## src/rtl/load_store_unit.sv

```systemverilog
// load_store_unit: one-outstanding-request load/store unit between the execute
// stage and a valid/ready data bus. Stores finish on the address/data
// handshake. Loads wait for the read return, align and extend the data, and
// write it straight into the register file RD port. Misaligned or illegal
// requests are rejected without touching the bus.
module load_store_unit #(
  parameter int XLEN    = 32,
  parameter int REGID_W = 5
) (
  input  logic               clk,
  input  logic               rst_b,
  // execute-stage request
  input  logic               req_valid,
  output logic               req_ready,
  input  logic               req_write,
  input  logic [1:0]         req_size,
  input  logic               req_unsigned,
  input  logic [XLEN-1:0]    req_addr,
  input  logic [XLEN-1:0]    req_wdata,
  input  logic [REGID_W-1:0] req_rd,
  // data bus
  output logic               bus_valid,
  input  logic               bus_ready,
  output logic               bus_write,
  output logic [XLEN-1:0]    bus_addr,
  output logic [XLEN-1:0]    bus_wdata,
  output logic [3:0]         bus_wstrb,
  input  logic               bus_rvalid,
  input  logic [XLEN-1:0]    bus_rdata,
  // register file RD write port and status
  output logic [REGID_W-1:0] rd_addr,
  output logic [XLEN-1:0]    rd_wdata,
  output logic               rd_write,
  output logic               lsu_done,
  output logic               lsu_misalign
);

  localparam logic [1:0] SIZE_BYTE = 2'd0;
  localparam logic [1:0] SIZE_HALF = 2'd1;
  localparam logic [1:0] SIZE_WORD = 2'd2;

  typedef enum logic [2:0] {
    S_IDLE,
    S_REQ,
    S_RESP,
    S_WB,
    S_DONE,
    S_ERR
  } state_t;

  state_t r_state;

  // Fields latched at acceptance and needed later to format the load return.
  logic [1:0]         r_size;
  logic               r_unsigned;
  logic [1:0]         r_lane;
  logic [REGID_W-1:0] r_rd;

  // Registered outputs.
  logic               r_bus_valid;
  logic               r_bus_write;
  logic [XLEN-1:0]    r_bus_addr;
  logic [XLEN-1:0]    r_bus_wdata;
  logic [3:0]         r_bus_wstrb;
  logic [REGID_W-1:0] r_rd_addr;
  logic [XLEN-1:0]    r_rd_wdata;
  logic               r_rd_write;
  logic               r_done;
  logic               r_misalign;

  // Request decode and formatting, computed from the live request in IDLE.
  logic               w_misalign;
  logic [3:0]         w_store_wstrb;
  logic [XLEN-1:0]    w_store_wdata;

  // Load return path, computed from the live bus data and latched fields.
  logic [XLEN-1:0]    w_shifted;
  logic               w_ext_bit;
  logic [XLEN-1:0]    w_load_data;

  // Accept only in IDLE; req_valid in any other state is ignored.
  assign req_ready = (r_state == S_IDLE);

  // Misaligned: odd half, word not on a 4-byte boundary, or the illegal size.
  assign w_misalign = (req_size == 2'd3)
                    | ((req_size == SIZE_HALF) & req_addr[0])
                    | ((req_size == SIZE_WORD) & (req_addr[1:0] != 2'b00));

  // Store lane enables and lane-replicated write data.
  always_comb begin
    // NOTE: every always_comb output gets a default first so no path can
    // leave it unassigned and infer a latch.
    w_store_wstrb = 4'b1111;
    w_store_wdata = req_wdata;
    case (req_size)
      SIZE_BYTE: begin
        w_store_wstrb = 4'b0001 << req_addr[1:0];
        w_store_wdata = {4{req_wdata[7:0]}};
      end
      SIZE_HALF: begin
        w_store_wstrb = 4'b0011 << req_addr[1:0];
        w_store_wdata = {2{req_wdata[15:0]}};
      end
      default: begin
        w_store_wstrb = 4'b1111;
        w_store_wdata = req_wdata;
      end
    endcase
  end

  // Bring the addressed bytes down to bit 0 of the returned word.
  assign w_shifted = bus_rdata >> {r_lane, 3'b000};

  // Load data: select byte/half/word and zero- or sign-extend it.
  always_comb begin
    w_ext_bit   = 1'b0;
    w_load_data = w_shifted;
    case (r_size)
      SIZE_BYTE: begin
        w_ext_bit   = r_unsigned ? 1'b0 : w_shifted[7];
        w_load_data = {{(XLEN-8){w_ext_bit}}, w_shifted[7:0]};
      end
      SIZE_HALF: begin
        w_ext_bit   = r_unsigned ? 1'b0 : w_shifted[15];
        w_load_data = {{(XLEN-16){w_ext_bit}}, w_shifted[15:0]};
      end
      default: begin
        w_ext_bit   = 1'b0;
        w_load_data = w_shifted;
      end
    endcase
  end

  // Control FSM with all outputs registered; pulses default low each cycle.
  always_ff @(posedge clk or negedge rst_b) begin
    // NOTE: reset clears every state and output register so that a reset in
    // the middle of an operation abandons the bus transaction outright.
    if (!rst_b) begin
      r_state     <= S_IDLE;
      r_size      <= SIZE_BYTE;
      r_unsigned  <= 1'b0;
      r_lane      <= 2'b00;
      r_rd        <= '0;
      r_bus_valid <= 1'b0;
      r_bus_write <= 1'b0;
      r_bus_addr  <= '0;
      r_bus_wdata <= '0;
      r_bus_wstrb <= 4'b0000;
      r_rd_addr   <= '0;
      r_rd_wdata  <= '0;
      r_rd_write  <= 1'b0;
      r_done      <= 1'b0;
      r_misalign  <= 1'b0;
    end else begin
      // NOTE: sequential state uses non-blocking assignments only, so every
      // register here sees the values from before this clock edge.
      r_rd_write <= 1'b0;
      r_done     <= 1'b0;
      r_misalign <= 1'b0;

      case (r_state)
        S_IDLE: begin
          if (req_valid) begin
            r_size     <= req_size;
            r_unsigned <= req_unsigned;
            r_lane     <= req_addr[1:0];
            r_rd       <= req_rd;
            if (w_misalign) begin
              r_state    <= S_ERR;
              r_misalign <= 1'b1;
              r_done     <= 1'b1;
            end else begin
              r_state     <= S_REQ;
              r_bus_valid <= 1'b1;
              r_bus_write <= req_write;
              r_bus_addr  <= {req_addr[XLEN-1:2], 2'b00};
              r_bus_wdata <= w_store_wdata;
              r_bus_wstrb <= req_write ? w_store_wstrb : 4'b0000;
            end
          end
        end

        S_REQ: begin
          if (bus_ready) begin
            r_bus_valid <= 1'b0;
            if (r_bus_write) begin
              r_state <= S_DONE;
              r_done  <= 1'b1;
            end else begin
              r_state <= S_RESP;
            end
          end
        end

        S_RESP: begin
          if (bus_rvalid) begin
            r_state    <= S_WB;
            r_rd_addr  <= r_rd;
            r_rd_wdata <= w_load_data;
            r_rd_write <= (r_rd != '0);
            r_done     <= 1'b1;
          end
        end

        S_WB, S_DONE, S_ERR: r_state <= S_IDLE;

        default: r_state <= S_IDLE;
      endcase
    end
  end

  assign bus_valid    = r_bus_valid;
  assign bus_write    = r_bus_write;
  assign bus_addr     = r_bus_addr;
  assign bus_wdata    = r_bus_wdata;
  assign bus_wstrb    = r_bus_wstrb;
  assign rd_addr      = r_rd_addr;
  assign rd_wdata     = r_rd_wdata;
  assign rd_write     = r_rd_write;
  assign lsu_done     = r_done;
  assign lsu_misalign = r_misalign;

endmodule

```

## config.mk

```make
export PLATFORM = sky130hd
export DESIGN_NAME = load_store_unit
export DESIGN_NICKNAME = d
export VERILOG_FILES = /design/src/rtl/load_store_unit.sv
export SDC_FILE = /design/constraint.sdc
export NUM_CORES = 1
export LEC_CHECK = 0
export BUFFER_PORTS_ARGS = -buffer_cell sky130_fd_sc_hd__buf_2
export CORE_UTILIZATION = 52
export CTS_CLUSTER_SIZE = 40
export DETAILED_ROUTE_END_ITERATION = 8
export PLACE_DENSITY = 0.85
export SLEW_MARGIN = 25
export SYNTH_ARGS = -nofsm -noshare
export SYNTH_HDL_FRONTEND = slang
export SYNTH_SLANG_ARGS = --single-unit
```

## constraint.sdc

```tcl
create_clock -name clk -period 3.55 [get_ports clk]
set_input_delay 0.1775 -clock clk [delete_from_list [all_inputs] [get_ports clk]]
set_output_delay 0.1775 -clock clk [all_outputs]
set_load 0.02 [all_outputs]
```

==> impl_metrics.json <==
{
  "status": "finished clean",
  "layout_commonest_cell": "buf_2",
  "cp_num_buf_inv": 0,
  "ys_warn_count": 0,
  "ys_seq_area_share_pct": 55.23,
  "postRouteAntennaNets": 0,
  "tightestPinTransition_ps": 959.1,
  "post-route-min-period_ps": 2381,
  "nets": 890,
  "ys_types": 39,
  "postCtsSetupBuffers": 0,
  "fin_area_mm2": 0.008049,
  "power_density_mw_per_mm2": 920.2,
  "synthCells": 494,
  "grt_pass1_vias": 5503,
  "dp_slack_ps": 1200,
  "synth_ff_type": "dfrtp_1",
  "grt_pass1_wl_um": 28340,
  "hold_viol": 0,
  "initial_core_util_pct": 53.35,
  "cts_buffers": 17,
  "drv_cap": 0,
  "die_area_mm2": 0.01096,
  "worst_slack_ps": 1169,
  "synth_edf_count": 0,
  "ys_seq_elements": 121,
  "fin_util_pct": 78.32,
  "max_stage_delay_ps": 960,
  "min_path_type": "primary input to flip-flop",
  "fin_crit_sh_pct": 67.06,
  "drive_above_1_share_pct": 40.23,
  "grtUsageTotal_pct": 34.12,
  "syn_area_mm2": 0.005483,
  "core_area_mm2": 0.01028,
  "final_cell_mix": "buf_2 (217), dfrtp_1 (121), dlygate4sd3_1 (80)",
  "critPathArrivalTime_ps": 2770,
  "leakage_nw": 4.030,
  "drt_iter0_markers": 408,
  "syn_area_per_cell_um2": 11.10,
  "crit_chain": "mux4_2, o2111a_2, a221o_1",
  "slowest_stage": "dfrtp_1",
  "wl_um": 18180,
  "routedWlPerCell_um": 19.55,
  "pin_count": 221,
  "clk_latency_ps": 510,
  "drc": 0,
  "worstPathRequired_ps": 3930,
  "grt-ovfl-total": 0,
  "place_hpwl_um": 10510,
  "worstSetupEndpointType": "flip-flop",
  "setup-violations-final": 0,
  "routabilityCongestion": 0.8647,
  "dpl_cell_area_mm2": 0.006643,
  "slew_violations": 0,
  "numPortBuffers": 218,
  "fin_cells": 930,
  "rows": 37,
  "relSlewSlack_pct": 35.82,
  "cts_tree": "yes",
  "worstPathMaxFanout": 34,
  "rsz0062_at_grt": "false",
  "fmax_mhz": 420.1,
  "startpoint_type": "flip-flop",
  "via_per_inst": 5.646,
  "die_y_um": 104.7,
  "grt_max_degree": 80,
  "peakVddDrop_mv": 0.5872,
  "vias": 5251,
  "clock_path_buffers": 2,
  "h-tree-depth": 4,
  "async_flop_share_pct": 100.0,
  "placed_cells": 817,
  "fin_skew_ps": 5.403,
  "clock-sinks": 121,
  "area_delta_synth_final_pct": 46.81,
  "root_buffer": "clkbuf_8",
  "clk_pin_slew_ps": 60,
  "dieWidth_um": 104.7,
  "antenna_found_initial": 0,
  "dr.pass1.iters": 6,
  "path_delay_family": "flip-flops",
  "timing.setup.tns_ps": 0,
  "critical_path_class": "flip-flop to flip-flop"
}
area by class of cell:
cell class | instances | area (um2)
flip-flops and latches | 121 | 3028
multi-input cells | 335 | 2281
fillers | 582 | 2228
repair buffers | 303 | 1957
clock buffers | 21 | 459.2
well taps | 136 | 170.2
clock inverters | 11 | 143.9
inverters | 2 | 7.507
diodes | 1 | 2.502
metrics by stage:
| step | total power, mW | hold WS [ps] |
|---|---|---|
| finish | 7.407 | 1.352 |
| detailed placement | 5.409 | 268.6 |
| global route | 7.744 | 21.09 |
| CTS | 7.246 | 2.919 |
| global placement | 5.280 | 256.6 |
| floorplan | 4.391 | -118.1 |
sequential cells by signal (all words and copies together) (netlist names), 2 cells and up:
register   count
bus_wdata     32
rd_wdata      32
bus_addr      30
r_rd           5
rd_addr        5
bus_wstrb      4
r_state        3
r_lane         2
r_size         2
worst min-delay path: stages:
cell	delay, ps
buf_2	90
mux2i_1	60
o21ai_0	140
what timing repair did:
item	in CTS	in global routing
endpoints found under the hold margin	139	0
hold buffers	80	0
gates resized for setup	0	0
layer usage:
metal / vias to the layer above / routed length [um] / global-route usage (%)
met5: - / 0 / 0
met4: 0 / 641 / 15.69
met3: 63 / 1586 / 8.734
met2: 360 / 9369 / 59.74
met1: 2532 / 6580 / 39.18
li1: 2296 / - / -
worst paths after layout:
path	startpoint	endpoint	slack, ps	cells past startpoint
max in group asynchronous	rst_b	rd_wdata[19]	2460	3
min reg2reg	rd_addr[2]	rd_addr[2]	480	2
min	req_wdata[16]	bus_wdata[16]	1	3
max reg2reg	r_lane[1]	rd_wdata[26]	1170	3
min in group asynchronous	rst_b	rd_addr[4]	270	2
max	r_lane[1]	rd_wdata[26]	1170	3
cells in the mapped netlist, drive strengths merged, types with 2 or more instances:
library cell / count / area, um2
nand2: 70 / 262.8
a221o: 8 / 80.08
clkbuf: 16 / 61.30
nand3b: 8 / 60.06
mux2i: 40 / 400.4
nor2b: 2 / 12.51
o21ai: 48 / 244.0
or3: 2 / 17.52
buf: 21 / 116.4
mux2: 57 / 641.9
dfrtp: 121 / 3028
nor2: 35 / 131.4
nor3b: 2 / 20.02
a21oi: 30 / 153.9
inv: 2 / 7.510
nor3: 4 / 25.02
nand3: 16 / 80.08
kinds of logic (layout without fill, tap and decap cells):
kind of cell           Yosys count  in the layout  synth area share [%]
multiplexers                    98             98                 19.42
AO/OA/AOI/OAI                   93             93                 9.996
flip-flops                     121            121                 55.23
other                            1              3               0.06840
AND/OR/NAND/NOR                142            142                 11.91
buffers and inverters           39            337                 3.377
report_power, final:
part	internal, mW	total (mW)	switching, mW
logic	1.20	3.07	1.86
clock network	1.12	1.75	0.629
registers	2.05	2.59	0.538
total	4.38	7.41	3.03
No activity file was read; power rests on OpenSTA's default activity.
